[src/rtl/key_event_queue_if.sv]
// Port bundle for key_event_queue: mode/keycode/pop in, FIFO head and status out.
interface key_event_queue_if #(
    parameter int KEY_W = 8,
    parameter int DEPTH = 4
);
    logic                         hold;
    logic [KEY_W-1:0]             keycode;
    logic                         pop;
    logic [KEY_W-1:0]             key;
    logic                         key_valid;
    logic [$clog2(DEPTH+1)-1:0]   count;
    logic                         overflow;

    modport master (output hold, keycode, pop, input key, key_valid, count, overflow);
    modport slave  (input hold, keycode, pop, output key, key_valid, count, overflow);
endinterface

[src/rtl/key_event_queue.sv]
// Keycode conditioner: press events into a DEPTH-entry FIFO, or level pass-through on hold.
// Optional auto-repeat FSM is compiled in when KEY_REPEAT_EN is defined.
module key_event_queue #(
    parameter int KEY_W        = 8,
    parameter int DEPTH        = 4,
    parameter int REPEAT_DELAY = 12_500_000,
    parameter int REPEAT_RATE  = 5_000_000
) (
    input  logic              Clk,
    input  logic              Reset,
    key_event_queue_if.slave  bus
);
    localparam int PW = $clog2(DEPTH);
    localparam int CW = $clog2(DEPTH+1);

    if (DEPTH < 2 || (DEPTH & (DEPTH - 1)) != 0 || REPEAT_DELAY < 2 ||
        REPEAT_RATE < 1 || REPEAT_RATE > REPEAT_DELAY) begin : g_bad_params
        $error("key_event_queue: illegal parameter set");
    end

    logic [KEY_W-1:0] kc_q, kc_d;
    logic [KEY_W-1:0] kc_prev_q, kc_prev_d;
    logic             hold_prev_q, hold_prev_d;
    logic [PW-1:0]    rd_ptr_q, rd_ptr_d;
    logic [PW-1:0]    wr_ptr_q, wr_ptr_d;
    logic [CW-1:0]    count_q, count_d;
    logic             overflow_q, overflow_d;
    logic [KEY_W-1:0] mem [DEPTH];

    logic press, flush, push_req, do_push, do_pop, full, rep_push;

    assign press    = (kc_q != '0) && (kc_q != kc_prev_q);
    assign flush    = (bus.hold != hold_prev_q);
    assign full     = (count_q == CW'(DEPTH));
    assign push_req = !bus.hold && (press || rep_push);
    assign do_pop   = !bus.hold && bus.pop && (count_q != '0);
    // A full FIFO still accepts a push when the head leaves in the same cycle.
    assign do_push  = push_req && (!full || do_pop);

    always_comb begin
        // NOTE: every _d gets its hold value first so no path can infer a latch.
        kc_d        = bus.keycode;
        kc_prev_d   = kc_q;
        hold_prev_d = bus.hold;
        rd_ptr_d    = rd_ptr_q;
        wr_ptr_d    = wr_ptr_q;
        count_d     = count_q;
        overflow_d  = overflow_q;
        if (flush) begin
            rd_ptr_d   = '0;
            wr_ptr_d   = '0;
            count_d    = '0;
            overflow_d = 1'b0;
        end else begin
            if (do_push) wr_ptr_d = wr_ptr_q + 1'b1;
            if (do_pop)  rd_ptr_d = rd_ptr_q + 1'b1;
            count_d = count_q + CW'(do_push) - CW'(do_pop);
            if (push_req && !do_push) overflow_d = 1'b1;
        end
    end

    always_ff @(posedge Clk or posedge Reset) begin
        // NOTE: sequential state uses non-blocking assignments so all flops update together.
        if (Reset) begin
            kc_q        <= '0;
            kc_prev_q   <= '0;
            hold_prev_q <= 1'b0;
            rd_ptr_q    <= '0;
            wr_ptr_q    <= '0;
            count_q     <= '0;
            overflow_q  <= 1'b0;
        end else begin
            kc_q        <= kc_d;
            kc_prev_q   <= kc_prev_d;
            hold_prev_q <= hold_prev_d;
            rd_ptr_q    <= rd_ptr_d;
            wr_ptr_q    <= wr_ptr_d;
            count_q     <= count_d;
            overflow_q  <= overflow_d;
        end
    end

    // NOTE: storage is not reset; count_q gates every read, so stale entries are never visible.
    always_ff @(posedge Clk) begin
        if (do_push && !flush) mem[wr_ptr_q] <= kc_q;
    end

`ifdef KEY_REPEAT_EN
    localparam int RCW = $clog2(REPEAT_DELAY);

    typedef enum logic [1:0] {ST_IDLE, ST_PRESSED, ST_REPEATING} rep_state_t;

    rep_state_t     state_q, state_d;
    logic [RCW-1:0] cnt_q, cnt_d;

    always_comb begin
        state_d  = state_q;
        cnt_d    = cnt_q;
        rep_push = 1'b0;
        if (bus.hold || kc_q == '0) begin
            state_d = ST_IDLE;
            cnt_d   = '0;
        end else if (press) begin
            state_d = ST_PRESSED;
            cnt_d   = '0;
        end else begin
            unique case (state_q)
                ST_PRESSED: begin
                    if (cnt_q == RCW'(REPEAT_DELAY - 1)) begin
                        rep_push = 1'b1;
                        cnt_d    = '0;
                        state_d  = ST_REPEATING;
                    end else begin
                        cnt_d = cnt_q + 1'b1;
                    end
                end
                ST_REPEATING: begin
                    if (cnt_q == RCW'(REPEAT_RATE - 1)) begin
                        rep_push = 1'b1;
                        cnt_d    = '0;
                    end else begin
                        cnt_d = cnt_q + 1'b1;
                    end
                end
                default: begin
                    state_d = ST_IDLE;
                    cnt_d   = '0;
                end
            endcase
        end
    end

    always_ff @(posedge Clk or posedge Reset) begin
        if (Reset) begin
            state_q <= ST_IDLE;
            cnt_q   <= '0;
        end else begin
            state_q <= state_d;
            cnt_q   <= cnt_d;
        end
    end
`else
    assign rep_push = 1'b0;
`endif

    // Level mode shows the sampled keycode; event mode shows the FIFO head.
    assign bus.key       = bus.hold ? kc_q : ((count_q != '0) ? mem[rd_ptr_q] : '0);
    assign bus.key_valid = bus.hold ? (kc_q != '0) : (count_q != '0);
    assign bus.count     = count_q;
    assign bus.overflow  = overflow_q;
endmodule

[src/flat_wrapper.sv]
// flat-port wrapper written by rule: the top's interface ports become plain ports
module key_event_queue_flat 
#(
    parameter int KEY_W        = 8,
    parameter int DEPTH        = 4,
    parameter int REPEAT_DELAY = 12_500_000,
    parameter int REPEAT_RATE  = 5_000_000
)
  (Clk, Reset, bus_hold, bus_keycode, bus_pop, bus_key, bus_key_valid, bus_count, bus_overflow);
  key_event_queue_if #(.KEY_W(KEY_W), .DEPTH(DEPTH)) bus_i ();
  input  logic Clk;
  input  logic Reset;
  input wire logic [$bits(bus_i.hold)-1:0] bus_hold;
  input wire logic [$bits(bus_i.keycode)-1:0] bus_keycode;
  input wire logic [$bits(bus_i.pop)-1:0] bus_pop;
  output wire logic [$bits(bus_i.key)-1:0] bus_key;
  output wire logic [$bits(bus_i.key_valid)-1:0] bus_key_valid;
  output wire logic [$bits(bus_i.count)-1:0] bus_count;
  output wire logic [$bits(bus_i.overflow)-1:0] bus_overflow;
  assign bus_i.hold = bus_hold;
  assign bus_i.keycode = bus_keycode;
  assign bus_i.pop = bus_pop;
  assign bus_key = bus_i.key;
  assign bus_key_valid = bus_i.key_valid;
  assign bus_count = bus_i.count;
  assign bus_overflow = bus_i.overflow;
  key_event_queue #(.KEY_W(KEY_W), .DEPTH(DEPTH), .REPEAT_DELAY(REPEAT_DELAY), .REPEAT_RATE(REPEAT_RATE)) u_core (.Clk(Clk), .Reset(Reset), .bus(bus_i));
endmodule
[config.mk]
export PLATFORM = sky130hd
export DESIGN_NAME = key_event_queue_flat
export DESIGN_NICKNAME = d
export VERILOG_FILES = /design/src/rtl/key_event_queue_if.sv /design/src/rtl/key_event_queue.sv /design/src/flat_wrapper.sv
export SDC_FILE = /design/constraint.sdc
export NUM_CORES = 1
export LEC_CHECK = 0
export ABC_AREA = 1
export BUFFER_PORTS_ARGS = -buffer_cell sky130_fd_sc_hd__clkbuf_2
export CELL_PAD_IN_SITES_DETAIL_PLACEMENT = 1
export CELL_PAD_IN_SITES_GLOBAL_PLACEMENT = 1
export CORE_MARGIN = 4
export CORE_UTILIZATION = 36
export CTS_CLUSTER_SIZE = 14
export DETAILED_ROUTE_END_ITERATION = 8
export GPL_TIMING_DRIVEN = 0
export PLACE_DENSITY = 0.75
export SLEW_MARGIN = 20
export SYNTH_ARGS = -nofsm -noshare
export SYNTH_HDL_FRONTEND = slang
export SYNTH_SLANG_ARGS = --single-unit
[constraint.sdc]
create_clock -name Clk -period 5.4 [get_ports Clk]
set_clock_uncertainty 0.15 [all_clocks]
set_input_delay 0.27 -clock Clk [delete_from_list [all_inputs] [get_ports Clk]]
set_output_delay 0.27 -clock Clk [all_outputs]
set_load 0.02 [all_outputs]
==> metrics.md <==
| Metric | Value |
|---|---|
| Residual antenna-violating net count after detailed routing | 0 |
| Most frequent standard cell in the layout excluding fill and tap cells | edfxtp_1 |
| Tot Pwr | between 1 and 1.5 mW |
| Master cell of the clock root buffer | clkbuf_8 |
| Count of final setup violators | 0 |
| P_leak | between 1 and 1.5 nW |
| Share of synthesized area occupied by flip-flops and latches | ~65% |
| Total Neg Setup Slack | 0 ns |
| Number of standard-cell rows in the floorplan | 29 |
| Final wirelength | 5680 um |
| Number of fill cells | just over 700 |
| Count of endpoints failing hold in the final timing report | 0 |
| Drt via density | 4.97 |
| Post-synth top area cell | edfxtp_1 |
| Clock insertion delay at the later pin of the skew report | 0.35 ns |
| Setup Fix Bufs, Post-CTS | 0 |
| Worst-case clock buffer depth | 2 |
| Boundary pin count | 25 |
| Crit path DAT | 2.63 ns |
| Type of the most critical hold path | in -> reg |
| Status | completed |
| Type of the worst setup path | in -> reg |
| Die outline height | ~91 um |
| Count of unresolved DRC violations after routing | 0 |
| Final min period | 2.55 ns |
| Final Wtd Congestion | 0.751 |
| Share of power burned in the clock network | 28.9% |
| Total number of vias | ~1700 |
| Floorplan die area | 0.00819 sq mm |
| Critical path launch point type | input pin |
| Antenna Diode Count | 0 |
| First-iteration detailed-routing DRC count | about 80 |
| Sw Share | 35.0% |
| Power Dens Cells | 405 mW/mm^2 |
| Highest-count cells in the layout ignoring fill and taps | 32 x edfxtp_1, 28 x nor2_1, 28 x nand2_1, 26 x inv_1, 25 x dfrtp_1 |
| Post-synth design cell area | 0.00245 sq mm |
| Final cycle utilization of the critical path | 47.3% |
| Power dissipated by switching net loads | 0.416 mW |
| RSZ-0062 raised after global routing | no |
| Number of register bits inferred by synthesis | 57 |
| Final net count | 286 |
| Via count of the first global-routing pass | about 1900 |
| Cells taking the most area after synthesis | edfxtp_1 39%, dfrtp_1 26%, o21ai_0 4.7%, nand2_1 4.3%, nor2_1 4.3% |
| Yosys cell types | 26 |
| Dpl hpwl | 3830 um |
| Starting Density | 37.7% |
| TritonCTS buffer count | 9 |
| Area growth from synthesis to final layout | 19.9% |
| Remaining max-slew budget at the tightest pin | 38.2% |
| Floorplan die width | 90.5 um |
| Kind of end point of the critical path | flip-flop |
| Number of port buffers | 24 |
| Nets in the synthesized netlist | 241 |
| Detailed-route wire length per cell | 16.3 um |
| Total number of H-tree levels | 3 |
| Max-capacitance violation count | 0 |
| Max FO, Critical Path | 10 |
| Number of pins with negative max-slew slack in the final report | 0 |
| Maximum clock frequency | roughly 0.39 GHz |
| Aggregate global-route resource usage | 15.0% |
| Cell internal pwr | around 0.77 mW |
| Power share of the combinational group | 26.0% |
| Placeable core area | around 0.0065 sq mm |
| Number of warnings issued by yosys | 0 |
| Slew at the pin closest to its max-slew limit | about 0.92 ns |
| TritonCTS clock tree | done |
| Share of the core filled with cells in the final layout | 45.3% |
| Synth Instances | between 200 and 250 |
| Largest net degree at the start of global routing | 26 |
| Worst vdd rail ir drop | 0.139 mV |
| Proportion of layout cells with a drive suffix above 1 | 22.1% |
| Required time of the critical path | 5.48 ns |
| Share of the synthesized area in the top cell type | 39.2% |
| Global route overflow | 0 |
| Sequential fraction of design power | 45.1% |
| Total clock sinks | 57 |
| Number of resized instances in the post-cts repair step | 0 |
| Clk pin slew, worst setup/hold paths | approximately 0.070 ns |
| Global-route wire length before repair | just over 9000 um |
| Number of antenna violations at the first check in global routing | 0 |
| First-pass detailed-route iteration total | 4 |
| Synthesized area per cell | between 10 and 15 sq um |
| Number of hold buffers added after CTS | 9 |
[state kept, by name, indices dropped and copies added, names as in the netlist]
name	flops
u_core.kc_prev_d	8
u_core.rd_ptr_q	2
u_core.bus.overflow	1
u_core.kc_prev_q	8
u_core.mem	32
u_core.wr_ptr_q	2
u_core.hold_prev_q	1
u_core.bus.count	3
[cells by family (layout without fill, tap and decap cells)]
family / Yosys count / after routing / synth area share [%]
AOI/OAI and AO/OA: 37 / 37 / 8.12
buffers and inverters: 36 / 86 / 6.18
DFF: 57 / 57 / 64.7
and+or+nand+nor: 79 / 79 / 14.7
adders and majority gates: 7 / 7 / 3.88
xor gates and xnor gates: 6 / 6 / 2.45
[worst max-delay path: stages]
cell           delay (ns)
dlygate4sd3_1        0.53
clkbuf_2             0.16
inv_2                0.22
nand2_4              0.08
a21oi_2              0.18
ha_1                 0.26
inv_1                0.07
ha_1                 0.17
inv_1                0.06
fa_1                 0.38
xor2_1               0.20
nor2_1               0.07
[power groups by stage]
stage / combinational, mW / sequential (mW) / clock (mW)
after floorplan: 0.196 / 0.549 / 0
after global placement: 0.286 / 0.541 / 0
after detailed placement: 0.302 / 0.544 / 0
after CTS: 0.314 / 0.536 / 0.352
after global routing: 0.344 / 0.542 / 0.369
final: 0.309 / 0.536 / 0.344
[cells in the mapped netlist]
library cell / instances
a21oi_1: 2
buf_6: 2
buf_2: 1
o21ai_1: 3
nand2_1: 28
o21ai_0: 23
nand3_2: 2
nand3_1: 11
dfrtp_1: 25
xor2_1: 1
nor2_1: 28
clkbuf_1: 1
inv_1: 27
nand3b_1: 1
inv_2: 5
a21oi_2: 1
o22ai_1: 8
xnor2_1: 4
nand2_2: 1
nand4_1: 1
ha_1: 6
nor2_2: 5
nand2_4: 2
edfxtp_1: 32
xnor2_2: 1
fa_1: 1
[through the flow]
stage | hold slack, ns | cells | instance area (sq um) | setup WS (ns)
floorplan | 0.147 | 222 | 2450 | 3.26
CTS | 0.0133 | 348 | 2930 | 2.85
finish | 0.173 | 349 | 2940 | 2.85
global route | 0.184 | 349 | 2940 | 2.73
global placement | 0.228 | 323 | 2670 | 3.19
detailed placement | 0.230 | 323 | 2670 | 3.09
[metal layers]
metal,global-route usage [%],vias up,part of all wire (%)
li1,-,832,-
met1,16.2,841,40
met2,25.8,42,52
met3,3.08,20,4.1
met4,11.2,0,3.7
met5,0,-,0
[worst paths after layout]
| kind | start | end | slack [ns] | depth (start not counted) |
|---|---|---|---|---|
| setup / recovery | bus_hold | u_core.bus.count[2]$_DFF_PP0_ | 2.85 | 12 |
| hold / removal | bus_pop | u_core.rd_ptr_q[1]$_DFFE_PP0P_ | 0.17 | 5 |
| setup reg to reg | u_core.kc_prev_d[4]$_DFF_PP0_ | u_core.bus.count[1]$_DFF_PP0_ | 3.06 | 12 |
| hold reg to reg | u_core.kc_prev_d[7]$_DFF_PP0_ | u_core.kc_prev_q[7]$_DFF_PP0_ | 0.34 | 0 |
| max in group asynchronous | Reset | u_core.kc_prev_q[1]$_DFF_PP0_ | 4.27 | 3 |
| min in group asynchronous | Reset | u_core.kc_prev_q[6]$_DFF_PP0_ | 0.39 | 3 |
[area by class of cell]
type	count	area [sq um]	share of cell area (%)
sequential	57	1590	54.0
multi-input combinational	129	713	24.3
timing repair buffer	34	220	7.49
clock buffer	9	124	4.21
inverter	32	120	4.09
tap	77	96.3	3.28
clock inverter	7	47.5	1.62
buffer	4	31.3	1.06
Note: power is estimated with default switching activity, not from simulation.
